<file path="src/rtl/cpu_pkg.sv">
// cpu_pkg: shared widths, opcode/forwarding enums and the ID/EX entry record
// for the 16-bit CPU core.
//   DATA_W  operand/result width
//   REG_AW  register index width (r0 reads as zero)
//   OP_W    ALU opcode width
package cpu_pkg;

  localparam int DATA_W = 16;
  localparam int REG_AW = 4;
  localparam int OP_W   = 4;

  typedef enum logic [OP_W-1:0] {
    ALU_NOP = 4'b0000,
    ALU_ADD = 4'b0001
  } alu_op_t;

  typedef enum logic [1:0] {
    FWD_RF    = 2'b00,
    FWD_EXMEM = 2'b01,
    FWD_MEMWB = 2'b10
  } fwd_sel_t;

  // One held instruction as presented to the execute stage.
  typedef struct packed {
    logic              valid;
    logic [OP_W-1:0]   alu_op;
    logic [DATA_W-1:0] src_a;
    logic [DATA_W-1:0] src_b;
    logic [DATA_W-1:0] store_data;
    logic [REG_AW-1:0] rd;
    logic              reg_write;
    logic              mem_read;
    logic              mem_write;
  } id_ex_entry_t;

  // Saturating 16-bit increment used by the event counters.
  function automatic logic [15:0] sat_inc16(input logic [15:0] v);
    return (v == 16'hFFFF) ? v : (v + 16'h0001);
  endfunction

endpackage

</file>
<file path="src/rtl/id_ex_stage_fwd_unit.sv">
// fwd_unit: combinational operand forwarding selector for one source index.
// Ports:
//   rs_i                      source register index
//   rf_data_i                 register-file read data for rs_i
//   exmem_reg_write_i/_rd_i/_result_i   EX/MEM writer (highest priority)
//   memwb_reg_write_i/_rd_i/_result_i   MEM/WB writer
//   sel_o                     chosen source
//   val_o                     chosen value (zero for r0)
module fwd_unit
  import cpu_pkg::*;
(
  input  logic [REG_AW-1:0] rs_i,
  input  logic [DATA_W-1:0] rf_data_i,
  input  logic              exmem_reg_write_i,
  input  logic [REG_AW-1:0] exmem_rd_i,
  input  logic [DATA_W-1:0] exmem_result_i,
  input  logic              memwb_reg_write_i,
  input  logic [REG_AW-1:0] memwb_rd_i,
  input  logic [DATA_W-1:0] memwb_result_i,
  output fwd_sel_t          sel_o,
  output logic [DATA_W-1:0] val_o
);

  // Priority select: r0 is constant zero, then EX/MEM, then MEM/WB, then RF.
  always_comb begin
    sel_o = FWD_RF;
    val_o = rf_data_i;
    if (rs_i == {REG_AW{1'b0}}) begin
      sel_o = FWD_RF;
      val_o = {DATA_W{1'b0}};
    end else if (exmem_reg_write_i && (exmem_rd_i == rs_i)) begin
      sel_o = FWD_EXMEM;
      val_o = exmem_result_i;
    end else if (memwb_reg_write_i && (memwb_rd_i == rs_i)) begin
      sel_o = FWD_MEMWB;
      val_o = memwb_result_i;
    end else begin
      sel_o = FWD_RF;
      val_o = rf_data_i;
    end
  end

endmodule

</file>
<file path="src/rtl/id_ex_stage.sv">
// id_ex_stage: decode-to-execute pipeline register. Captures decoded control,
// resolves rs1/rs2 forwarding from EX/MEM and MEM/WB, inserts one bubble on a
// load-use hazard, and supports flush plus valid/ready on both sides.
// Ports:
//   clk, rst_n                      clock, async active-low reset
//   in_valid/in_ready               decode-side handshake
//   in_alu_op, in_rs1/2, in_rd, in_rd1/2_data, in_imm, in_use_imm,
//   in_reg_write/mem_read/mem_write decoded instruction
//   flush                           kill held and incoming instruction
//   exmem_*, memwb_*                forwarding sources
//   out_valid/out_ready             execute-side handshake
//   out_alu_op, out_src_a/b, out_store_data, out_rd, out_* control
//   load_use_stall                  bubble being inserted this cycle
// Optional macro ID_EX_PERF_CNT_EN adds saturating perf_stall_cnt and
// perf_flush_cnt outputs.
module id_ex_stage
  import cpu_pkg::*;
(
  input  logic              clk,
  input  logic              rst_n,
  input  logic              in_valid,
  output logic              in_ready,
  input  logic [OP_W-1:0]   in_alu_op,
  input  logic [REG_AW-1:0] in_rs1,
  input  logic [REG_AW-1:0] in_rs2,
  input  logic [REG_AW-1:0] in_rd,
  input  logic [DATA_W-1:0] in_rd1_data,
  input  logic [DATA_W-1:0] in_rd2_data,
  input  logic [DATA_W-1:0] in_imm,
  input  logic              in_use_imm,
  input  logic              in_reg_write,
  input  logic              in_mem_read,
  input  logic              in_mem_write,
  input  logic              flush,
  input  logic              exmem_reg_write,
  input  logic [REG_AW-1:0] exmem_rd,
  input  logic [DATA_W-1:0] exmem_result,
  input  logic              memwb_reg_write,
  input  logic [REG_AW-1:0] memwb_rd,
  input  logic [DATA_W-1:0] memwb_result,
  output logic              out_valid,
  input  logic              out_ready,
  output logic [OP_W-1:0]   out_alu_op,
  output logic [DATA_W-1:0] out_src_a,
  output logic [DATA_W-1:0] out_src_b,
  output logic [DATA_W-1:0] out_store_data,
  output logic [REG_AW-1:0] out_rd,
  output logic              out_reg_write,
  output logic              out_mem_read,
  output logic              out_mem_write,
  output logic              load_use_stall
`ifdef ID_EX_PERF_CNT_EN
  ,
  output logic [15:0]       perf_stall_cnt,
  output logic [15:0]       perf_flush_cnt
`endif
);

  id_ex_entry_t      entry_q, entry_d;
  fwd_sel_t          rs1_sel_s, rs2_sel_s;
  logic [DATA_W-1:0] fwd1_s, fwd2_s, rs1_val_s, rs2_val_s;
  logic              stall_s, ready_s, capture_s;

  fwd_unit u_fwd_rs1 (
    .rs_i(in_rs1), .rf_data_i(in_rd1_data),
    .exmem_reg_write_i(exmem_reg_write), .exmem_rd_i(exmem_rd), .exmem_result_i(exmem_result),
    .memwb_reg_write_i(memwb_reg_write), .memwb_rd_i(memwb_rd), .memwb_result_i(memwb_result),
    .sel_o(rs1_sel_s), .val_o(fwd1_s)
  );

  fwd_unit u_fwd_rs2 (
    .rs_i(in_rs2), .rf_data_i(in_rd2_data),
    .exmem_reg_write_i(exmem_reg_write), .exmem_rd_i(exmem_rd), .exmem_result_i(exmem_result),
    .memwb_reg_write_i(memwb_reg_write), .memwb_rd_i(memwb_rd), .memwb_result_i(memwb_result),
    .sel_o(rs2_sel_s), .val_o(fwd2_s)
  );

  // Operand muxes driven by the selector decisions; the RF leg already carries
  // the r0-as-zero value from the unit.
  always_comb begin
    rs1_val_s = fwd1_s;
    rs2_val_s = fwd2_s;
    case (rs1_sel_s)
      FWD_EXMEM: rs1_val_s = exmem_result;
      FWD_MEMWB: rs1_val_s = memwb_result;
      FWD_RF:    rs1_val_s = fwd1_s;
      default:   rs1_val_s = fwd1_s;
    endcase
    case (rs2_sel_s)
      FWD_EXMEM: rs2_val_s = exmem_result;
      FWD_MEMWB: rs2_val_s = memwb_result;
      FWD_RF:    rs2_val_s = fwd2_s;
      default:   rs2_val_s = fwd2_s;
    endcase
  end

  // A held load whose destination feeds the incoming instruction: rs2 only
  // matters when it is a real ALU source or the store data.
  assign stall_s = entry_q.valid & entry_q.mem_read & entry_q.reg_write &
                   (entry_q.rd != {REG_AW{1'b0}}) & in_valid &
                   ((entry_q.rd == in_rs1) |
                    ((entry_q.rd == in_rs2) & (~in_use_imm | in_mem_write)));

  // Flush always accepts so decode can drop the instruction it is presenting.
  assign ready_s   = flush | (~stall_s & (~entry_q.valid | out_ready));
  assign capture_s = in_valid & ready_s & ~flush;

  // Next entry: flush kills, capture loads, consumption (including the
  // stall-with-ready case) leaves an all-zero bubble, otherwise hold.
  always_comb begin
    entry_d = entry_q;
    if (flush) begin
      entry_d = '0;
    end else if (capture_s) begin
      entry_d.valid      = 1'b1;
      entry_d.alu_op     = in_alu_op;
      entry_d.src_a      = rs1_val_s;
      entry_d.src_b      = in_use_imm ? in_imm : rs2_val_s;
      entry_d.store_data = rs2_val_s;
      entry_d.rd         = in_rd;
      entry_d.reg_write  = in_reg_write;
      entry_d.mem_read   = in_mem_read;
      entry_d.mem_write  = in_mem_write;
    end else if (out_ready) begin
      entry_d = '0;
    end else begin
      entry_d = entry_q;
    end
  end

  // Pipeline register.
  always_ff @(posedge clk or negedge rst_n) begin
    if (!rst_n) begin
      entry_q <= '0;
    end else begin
      entry_q <= entry_d;
    end
  end

  assign in_ready       = ready_s;
  assign load_use_stall = stall_s;
  assign out_valid      = entry_q.valid;
  assign out_alu_op     = entry_q.alu_op;
  assign out_src_a      = entry_q.src_a;
  assign out_src_b      = entry_q.src_b;
  assign out_store_data = entry_q.store_data;
  assign out_rd         = entry_q.rd;
  assign out_reg_write  = entry_q.reg_write;
  assign out_mem_read   = entry_q.mem_read;
  assign out_mem_write  = entry_q.mem_write;

`ifdef ID_EX_PERF_CNT_EN
  logic [15:0] stall_cnt_q, flush_cnt_q;

  // Saturating stall/flush event counters.
  always_ff @(posedge clk or negedge rst_n) begin
    if (!rst_n) begin
      stall_cnt_q <= 16'h0000;
      flush_cnt_q <= 16'h0000;
    end else begin
      if (stall_s) stall_cnt_q <= sat_inc16(stall_cnt_q);
      if (flush)   flush_cnt_q <= sat_inc16(flush_cnt_q);
    end
  end

  assign perf_stall_cnt = stall_cnt_q;
  assign perf_flush_cnt = flush_cnt_q;
`endif

endmodule
</file>
<file path="config.mk">
export PLATFORM = sky130hd
export DESIGN_NAME = id_ex_stage
export DESIGN_NICKNAME = d
export VERILOG_FILES = /design/src/rtl/cpu_pkg.sv /design/src/rtl/id_ex_stage_fwd_unit.sv /design/src/rtl/id_ex_stage.sv
export SDC_FILE = /design/constraint.sdc
export NUM_CORES = 1
export LEC_CHECK = 0
export CORE_MARGIN = 2
export CORE_UTILIZATION = 30
export CTS_CLUSTER_SIZE = 14
export DETAILED_ROUTE_END_ITERATION = 8
export SETUP_SLACK_MARGIN = 0.4
export SLEW_MARGIN = 20
export SYNTH_ARGS = -nofsm -noshare
export SYNTH_HDL_FRONTEND = slang
export SYNTH_SLANG_ARGS = --single-unit
</file>
<file path="constraint.sdc">
create_clock -name clk -period 1.6 [get_ports clk]
set_input_delay 0.32 -clock clk [delete_from_list [all_inputs] [get_ports clk]]
set_output_delay 0.32 -clock clk [all_outputs]
set_load 0.005 [all_outputs]
</file>
==> metrics, run 1 <==
post-route cell area 7330 um^2; final hold vios 4; Fin Clk Skew 5.77 ps; Die H about 120 um; R2R setup slack -530 ps; Starting Density 0.306; die footprint approximately 14,000 um^2; yosys warns 0; global-route usage over all layers 0.247; first-pass GRT wire length about 28,000 um; post-synthesis sequential element count 60; period utilisation layout 1.36; die width approximately 120 um; prevailing post-synth register cell dfrtp_1; sequential share of the synthesized area 0.372; routability cong. 0.926; drt total wl between 15,000 and 20,000 um; floorplan core area 13,200 um^2; Mapped Cells 421; initial antenna violation count 3; Crit Path Category reg -> out; shortest period the worst path allows 2180 ps; async set or reset register ratio after synthesis 1.00; Data required, critical path 1280 ps; total global routing overflow 0; DRT iter0 DRCs 400; commonest non-fill, non-tap cell in the layout clkdlybuf4s50_1; CP Data Arrival Time between 1500 and 2000 ps; Routed WL per cell 20.7 um; pwr/cell area 742 nW/um^2; number of global-route vias before repair between 4,000 and 5,000; Num CTS Buffers 9; Yosys top cell area share 0.372; syn_nets 540; worst r2r src out_rd[3]$_DFFE_PN0P_; crit-path max FO 3; Routed Antenna Nets 0; CTS H-tree depth 3; Critical Path Start out_rd[3]$_DFFE_PN0P_; commonest cells after routing, fill and taps aside clkdlybuf4s50_1 (95), buf_2 (63), dfrtp_1 (59); HP Class in -> async; max-cap check violation count 0; Peak VDD IR 0.000813 V; Critical R2R Capture out_src_b[15]$_DFFE_PN0P_; Layout area overhead 81.8%; post-synth top area cell dfrtp_1; RSZ-0062 raised after global routing true; Critical Path Start Type flip-flop; CTS Sinks 60; count of final setup violators 62; worst skew pair latency about 330 ps; vias per cell 5.51; DP HPWL 12,200 um; number of core rows between 40 and 50; Rel. slew slack 0.774; Worst R2R Path Depth 10; slowest stage delay, CP 400 ps; post-synth cell types 49; Worst-path clk slew 60 ps; Ports roughly 180; worst slew pin tran 335 ps; worst setup margin -583 ps; CP endpoint in_ready; Clock Tree Root clkbuf_16; cells along the critical path buf_6 -> xor2_2 -> o41ai_2 -> nand2_1 -> a21o_1 -> buf_2; WHS -7.00 ps; vias ~4,700; CP endpoint kind output port; DP Area 6400 um^2; Mapped Area 4030 um^2; TritonCTS clock tree yes; status complete, but fails checks; FILL cells ~1,200; Initial DRT Pass Iterations 5; drt drc 0; Slowest-stage cell, CP dfrtp_1; layout cell share with drive strength beyond 1 0.404; top post-synthesis cells by area dfrtp_1 (37%), a221o_1 (7.9%), o21ai_0 (7.2%), mux2i_1 (4.0%), a32oi_1 (3.5%); Clock Path Buffers 2; Slew Limit Fails 0; largest net degree at the start of global routing 61; leak pwr 3.31 nW; highest clock rate ~460 MHz; port bufs 176; number of synthesized flops with an enable pin 0; failing checks hold timing, setup timing; Syn Area/Cell about 9.6 um^2; fin nets 793
[logic make-up after synthesis]
group / Yosys count / synth area share
buffers and inverters: 64 / 0.0875
flip-flops: 60 / 0.372
multiplexers: 16 / 0.0397
AND/OR/NAND/NOR: 57 / 0.0760
XOR/XNOR: 24 / 0.0521
AO/OA/AOI/OAI: 196 / 0.360
adder cells (fa/ha/maj): 4 / 0.0124
[cell type report]
class                           instances  area [um^2]  share of cell area
Antenna cell                            3         7.51             0.00102
Clock buffer                           12          246              0.0336
Clock inverter                          4         72.6             0.00990
Inverter                               23         86.3              0.0118
Multi-Input combinational cell        298         2560               0.349
Sequential cell                        60         1500               0.205
Tap cell                              176          220              0.0300
Timing Repair Buffer                  282         2640               0.360
[synthesized netlist by cell type, types with 2 or more instances]
cell type / instances
or2b_1: 2
nand4_1: 3
clkbuf_1: 14
buf_2: 9
o21ai_1: 24
nor4_1: 2
clkbuf_2: 4
a32oi_1: 16
inv_1: 22
a22o_1: 11
a221o_1: 32
a32o_1: 9
dlygate4sd1_1: 4
o221ai_1: 14
dfrtp_1: 60
nand3_1: 17
ha_1: 4
nand2_1: 20
o21ai_0: 58
a21oi_1: 16
or3_1: 2
mux2i_1: 16
o221ai_2: 2
xnor2_1: 14
xor2_1: 10
buf_6: 7
a32o_2: 7
[metal layers]
metal	global-route usage	vias up	share of wire	wire length, um
li1	-	2151	-	-
met5	0	-	0	0
met4	0.100	0	0.026	458
met1	0.322	2281	0.41	7370
met3	0.0328	48	0.061	1080
met2	0.413	246	0.50	8860
[critical path: cells and delay by family (launching register included)]
family | cells | cell delay (ps)
AND/OR/NAND/NOR | 1 | 160
XOR/XNOR | 1 | 140
AO/OA/AOI/OAI | 2 | 580
buffers and inverters | 2 | 250
flip-flops | 1 | 400
[worst min path at each step]
stage	slack, ps	to	start	cells after the start
after floorplan	20	out_alu_op[0]$_DFFE_PN0P_	rst_n	0
after CTS	10	out_store_data[10]$_DFFE_PN0P_	rst_n	2
after global placement	360	out_src_b[12]$_DFFE_PN0P_	rst_n	2
final	-7	out_src_b[11]$_DFFE_PN0P_	rst_n	2
after detailed placement	360	out_src_b[12]$_DFFE_PN0P_	rst_n	2
after global routing	30	out_src_b[12]$_DFFE_PN0P_	rst_n	2
[what timing repair did]
action,in CTS,in global routing
gates resized for setup,412,25
hold buffers,0,0
gates cloned,5,1
setup buffers,34,6
endpoints found under the setup margin,122,75
pin swaps,49,39
[flip-flops by register name, indices dropped and copies added, names as in the netlist]
signal / count
out_src_a: 16
out_store_data: 16
out_alu_op: 4
out_src_b: 16
out_mem_write: 1
out_valid: 1
out_mem_read: 1
out_rd: 4
out_reg_write: 1
[metrics by stage]
| stage | utilization | power, mW | instances | setup WS, ps | TNS, ps |
|---|---|---|---|---|---|
| 2_1_floorplan | - | 2.26 | 421 | -787 | -30840 |
| 3_3_place_gp | 0.485 | 3.11 | 793 | -1310 | -68180 |
| 3_5_place_dp | 0.485 | 3.13 | 793 | -1330 | -71330 |
| 4_1_cts | 0.544 | 5.41 | 848 | -520 | -23870 |
| 5_1_grt | 0.556 | 5.66 | 858 | -644 | -30720 |
| 6_report | 0.556 | 5.44 | 858 | -583 | -27090 |
[power breakdown]
| group | switching [mW] | internal, mW |
|---|---|---|
| clock network | 0.729 | 1.41 |
| logic | 0.740 | 0.882 |
| registers | 0.0652 | 1.62 |
Note: power is estimated with default switching activity, not from simulation.
==> run 2, diff against run 1 <==
--- a/config.mk
+++ b/config.mk
@@ -5,12 +5,15 @@
 export SDC_FILE = /design/constraint.sdc
 export NUM_CORES = 1
 export LEC_CHECK = 0
+export CELL_PAD_IN_SITES_DETAIL_PLACEMENT = 1
+export CELL_PAD_IN_SITES_GLOBAL_PLACEMENT = 2
 export CORE_MARGIN = 2
-export CORE_UTILIZATION = 30
+export CORE_UTILIZATION = 22
 export CTS_CLUSTER_SIZE = 14
 export DETAILED_ROUTE_END_ITERATION = 8
+export PLACE_DENSITY_LB_ADDON = 0.3
 export SETUP_SLACK_MARGIN = 0.4
-export SLEW_MARGIN = 20
+export SLEW_MARGIN = 30
 export SYNTH_ARGS = -nofsm -noshare
 export SYNTH_HDL_FRONTEND = slang
 export SYNTH_SLANG_ARGS = --single-unit
==> metrics, run 2 (same netlist as run 1, synthesis figures left out) <==
DP Area 6480 um^2; Starting Density 0.224; pwr/cell area ~760 nW/um^2; total global routing overflow 0; largest net degree at the start of global routing just over 60; Critical R2R Capture out_src_b[3]$_DFFE_PN0P_; Clock Path Buffers 2; global-route usage over all layers 0.201; Worst-path clk slew 60 ps; leak pwr 3.52 nW; fin nets between 800 and 900; Data required, critical path 1870 ps; initial antenna violation count 2; commonest cells after routing, fill and taps aside clkdlybuf4s50_1 (95), buf_4 (87), dfrtp_1 (59); R2R setup slack -750 ps; shortest period the worst path allows 2350 ps; floorplan core area 18,000 um^2; Slew Limit Fails 0; Ports 177; first-pass GRT wire length 30,500 um; highest clock rate 425 MHz; HP Class reg -> reg; vias 4,739; TritonCTS clock tree yes; Initial DRT Pass Iterations 4; period utilisation layout 1.47; worst skew pair latency between 300 and 400 ps; CTS H-tree depth 3; layout cell share with drive strength beyond 1 0.426; routability cong. 0.890; WHS 482 ps; number of global-route vias before repair 5,221; Crit Path Category reg -> reg; worst setup margin -754 ps; Routed Antenna Nets 0; max-cap check violation count 0; CP Data Arrival Time 2620 ps; die footprint 19,400 um^2; Fin Clk Skew between 7 and 8 ps; Setup WS pre-CTS -1440 ps; hold depth 2; FILL cells 2,024; Rel. slew slack 0.767; drt total wl 20,000 um; vias per cell 5.00; worst hold endpoint out_store_data[1]$_DFFE_PN0P_; commonest non-fill, non-tap cell in the layout clkdlybuf4s50_1; Clock Tree Root clkbuf_16; post-route cell area 7770 um^2; Peak VDD IR 0.000594 V; crit-path max FO 5; die width 139 um; RSZ-0062 raised after global routing true; Routed WL per cell between 20 and 25 um; port bufs 176; failing checks setup timing; count of final setup violators 62; Die H 139 um; Pwr Total 5.91 mW; final core occ 0.433; status complete, but fails checks; DP HPWL around 14,000 um; drt drc 0; Num CTS Buffers 9; Critical Path Start Type flip-flop; CP endpoint kind flip-flop; DRT iter0 DRCs ~260; number of core rows between 40 and 50; Layout area overhead 92.7%; CTS Sinks 60; launch point of the worst hold path out_store_data[1]$_DFFE_PN0P_; worst r2r src out_rd[3]$_DFFE_PN0P_; worst slew pin tran 349 ps; final hold vios 0; Worst R2R Path Depth 15
## run 2: cell count changes in the layout (fill, tap and decap cells not counted), moves of 2 or more
cell | before | now
buf_2 | 63 | 58
xor2_1 | 4 | 7
xnor2_2 | 7 | 4
dlygate4sd2_1 | 2 | 6
clkbuf_2 | 0 | 2
o21ai_0 | 25 | 8
bufinv_16 | 2 | 4
buf_6 | 46 | 48
a32oi_2 | 7 | 5
buf_4 | 56 | 87
o21ai_2 | 19 | 24
o21ai_1 | 38 | 50
xnor2_1 | 5 | 7
xor2_2 | 6 | 3
## run 2: report_power, final
group,total (mW),internal (mW),switching [mW]
clock,2.46,1.72,0.734
sequential,1.69,1.62,0.0677
combinational,1.77,0.979,0.786
## run 2: through the flow
stage               setup TNS [ps]  cells
global route                -45130    947
floorplan                   -30840    421
global placement            -73880    847
finish                      -38560    947
detailed placement          -75150    847
CTS                         -35250    921
## run 2: how the worst max path moves through the flow
| stage | startpoint | endpoint |
|---|---|---|
| 2_1_floorplan | in_rs1[1] | out_src_a[10]$_DFFE_PN0P_ |
| 3_3_place_gp | exmem_rd[3] | out_store_data[5]$_DFFE_PN0P_ |
| 3_5_place_dp | memwb_rd[2] | out_src_a[10]$_DFFE_PN0P_ |
| 4_1_cts | out_rd[1]$_DFFE_PN0P_ | out_src_b[1]$_DFFE_PN0P_ |
| 5_1_grt | out_rd[3]$_DFFE_PN0P_ | out_src_b[2]$_DFFE_PN0P_ |
| 6_report | out_rd[3]$_DFFE_PN0P_ | out_src_b[3]$_DFFE_PN0P_ |
## run 2: layer usage
layer / part of all wire / global-route usage / vias up
met4: 0.020 / 0.0633 / 0
li1: - / - / 2236
met5: 0 / 0 / -
met2: 0.51 / 0.343 / 127
met3: 0.038 / 0.0368 / 20
met1: 0.43 / 0.259 / 2356
## run 2: final cells by class
| class | instances | area, um^2 | area share |
|---|---|---|---|
| clock inverters | 4 | 120 | 0.0155 |
| well taps | 229 | 287 | 0.0369 |
| inverters | 23 | 86.3 | 0.0111 |
| diodes | 2 | 5.00 | 0.000644 |
| flip-flops and latches | 60 | 1500 | 0.193 |
| repair buffers | 319 | 2960 | 0.381 |
| clock buffers | 12 | 246 | 0.0317 |
| multi-input cells | 298 | 2560 | 0.329 |
## run 2: repair_timing
item	in CTS	in global routing
hold endpoints to repair	16	0
buffers inserted	52	22
hold buffers	1	0
resized for setup	404	33
pin swaps	42	28
gates cloned	5	2
setup endpoints to repair	122	109
## run 2: worst max-delay path: stages (launching register included)
cell and delay, ps:
dfrtp_1 400, buf_6 140, xnor2_2 120, nand4_1 120
o41ai_2 100, buf_4 140, buf_6 100, buf_6 100
buf_6 100, buf_6 100, buf_6 110, a21oi_4 230
buf_6 180, buf_12 130, a32oi_1 100, o21ai_1 90
==> run 3, diff against run 2 <==
--- a/config.mk
+++ b/config.mk
@@ -9,8 +9,9 @@
 export CELL_PAD_IN_SITES_GLOBAL_PLACEMENT = 2
 export CORE_MARGIN = 2
 export CORE_UTILIZATION = 22
-export CTS_CLUSTER_SIZE = 14
+export CTS_CLUSTER_SIZE = 16
 export DETAILED_ROUTE_END_ITERATION = 8
+export GPL_TIMING_DRIVEN = 0
 export PLACE_DENSITY_LB_ADDON = 0.3
 export SETUP_SLACK_MARGIN = 0.4
 export SLEW_MARGIN = 30
==> metrics, run 3 (same netlist as run 1, synthesis figures left out) <==
shortest period the worst path allows 2220 ps; port bufs about 170; DRT iter0 DRCs 204; Initial DRT Pass Iterations 4; commonest non-fill, non-tap cell in the layout clkdlybuf4s50_1; cells along the critical path buf_8 -> xor2_2 -> nor4_4 -> buf_6 -> buf_12 -> or2b_1 -> ha_4 -> buf_8 -> buf_6 -> a221o_1 -> a32o_2; total global routing overflow 0; Peak VDD IR between 0.0005 and 0.0006 V; Worst-path clk slew 50 ps; Data required, critical path 1820 ps; count of final setup violators 62; crit-path max FO 5; WHS 367 ps; final hold vios 0; post-route cell area 7590 um^2; number of global-route vias before repair between 5,000 and 6,000; layout cell share with drive strength beyond 1 0.410; HP Class in -> reg; CTS H-tree depth 3; DP Area 6230 um^2; Clock Path Buffers 2; Clock Tree Root clkbuf_16; period utilisation layout 1.39; DP HPWL 14,300 um; slowest stage delay, CP 320 ps; number of core rows 49; Starting Density 0.224; CP endpoint kind flip-flop; initial antenna violation count 1; worst slew pin tran 733 ps; Critical Path Start Type primary input; commonest cells after routing, fill and taps aside clkdlybuf4s50_1 (94), buf_4 (63), buf_2 (62); Fin Clk Skew between 4 and 5 ps; Routed Antenna Nets 0; failing checks setup timing; vias around 4,600; R2R setup slack -370 ps; die width around 140 um; Num CTS Buffers 9; global-route usage over all layers 0.196; Routed WL per cell about 21 um; status complete, but fails checks; Crit Path Category in -> reg; largest net degree at the start of global routing between 40 and 50; TritonCTS clock tree yes; RSZ-0062 raised after global routing true; drt total wl 19,700 um; Ports approximately 180; max-cap check violation count 0; worst setup margin -621 ps; highest clock rate about 450 MHz; Slowest-stage cell, CP nor4_4; floorplan core area 18,000 um^2; pwr/cell area 763 nW/um^2; Pwr Total slightly below 6 mW; CP Data Arrival Time roughly 2400 ps; routability cong. 0.832; Layout area overhead 88.2%; CTS Sinks 60; die footprint 19,400 um^2; drt drc 0; vias per cell 4.98; leak pwr 3.38 nW; Slew Limit Fails 0; first-pass GRT wire length 29,600 um; worst skew pair latency 330 ps; Rel. slew slack 0.511; Die H 139 um; fin nets 805
==> run 3: changes by cell type in the layout (fill, tap and decap cells not counted), moves of 4 or more <==
cell	change
buf_4	-24
dlygate4sd2_1	-6
xor2_1	-4
a32oi_2	-4
a32oi_1	+5
o21ai_1	-8
buf_8	+9
clkbuf_8	+4
o21ai_2	-6
buf_2	+4
o21ai_0	+14
buf_6	-11
==> run 3: final timing paths <==
check | cells after the start | to | start
max | 11 | out_src_a[9]$_DFFE_PN0P_ | memwb_rd[1]
min in group asynchronous | 2 | out_src_a[1]$_DFFE_PN0P_ | rst_n
max in group asynchronous | 3 | out_rd[0]$_DFFE_PN0P_ | rst_n
min | 3 | out_src_b[5]$_DFFE_PN0P_ | in_use_imm
min reg2reg | 2 | out_store_data[14]$_DFFE_PN0P_ | out_store_data[14]$_DFFE_PN0P_
max reg2reg | 8 | out_src_b[13]$_DFFE_PN0P_ | out_rd[0]$_DFFE_PN0P_
==> run 3: critical path: cells and delay by family <==
family	cells	cell delay, ps
AND/OR/NAND/NOR	2	580
AO/OA/AOI/OAI	2	570
adder cells (fa/ha/maj)	1	180
buffers and inverters	5	600
XOR/XNOR	1	170
==> run 3: per-layer routing <==
layer	up-vias	global-route usage	share of wire
li1	2178	-	-
met1	2274	0.244	0.43
met2	111	0.346	0.52
met3	18	0.0372	0.033
met4	0	0.0585	0.017
met5	-	0	0
==> run 3: layout make-up <==
type	instances	area (um^2)
Fill cell	2013	10400
Multi-Input combinational cell	298	2630
Timing Repair Buffer	253	2270
Sequential cell	60	1510
Buffer	41	428
Tap cell	229	287
Clock buffer	11	253
Clock inverter	4	120
Inverter	23	88.8
Antenna cell	1	2.50
==> run 3: what timing repair did <==
action / in CTS / in global routing
cloned: 6 / 1
setup endpoints to repair: 122 / 92
hold endpoints to repair: 16 / 0
resized for setup: 425 / 77
hold buffers: 1 / 0
pin swaps: 57 / 47
setup buffers: 44 / 27
==> run 3: power by group <==
part,switching (mW),internal (mW),total [mW]
Combinational,0.765,0.872,1.64
Sequential,0.0668,1.62,1.69
Clock,0.708,1.75,2.46
==> run 3: stage by stage <==
stage | cells | setup slack [ps] | utilization | TNS (ps)
after CTS | 891 | -706 | 0.396 | -29030
after global routing | 920 | -679 | 0.422 | -31960
after global placement | 824 | -1790 | 0.345 | -194460
after detailed placement | 825 | -1740 | 0.347 | -90010
final | 920 | -621 | 0.422 | -28250
after floorplan | 421 | -787 | - | -30840
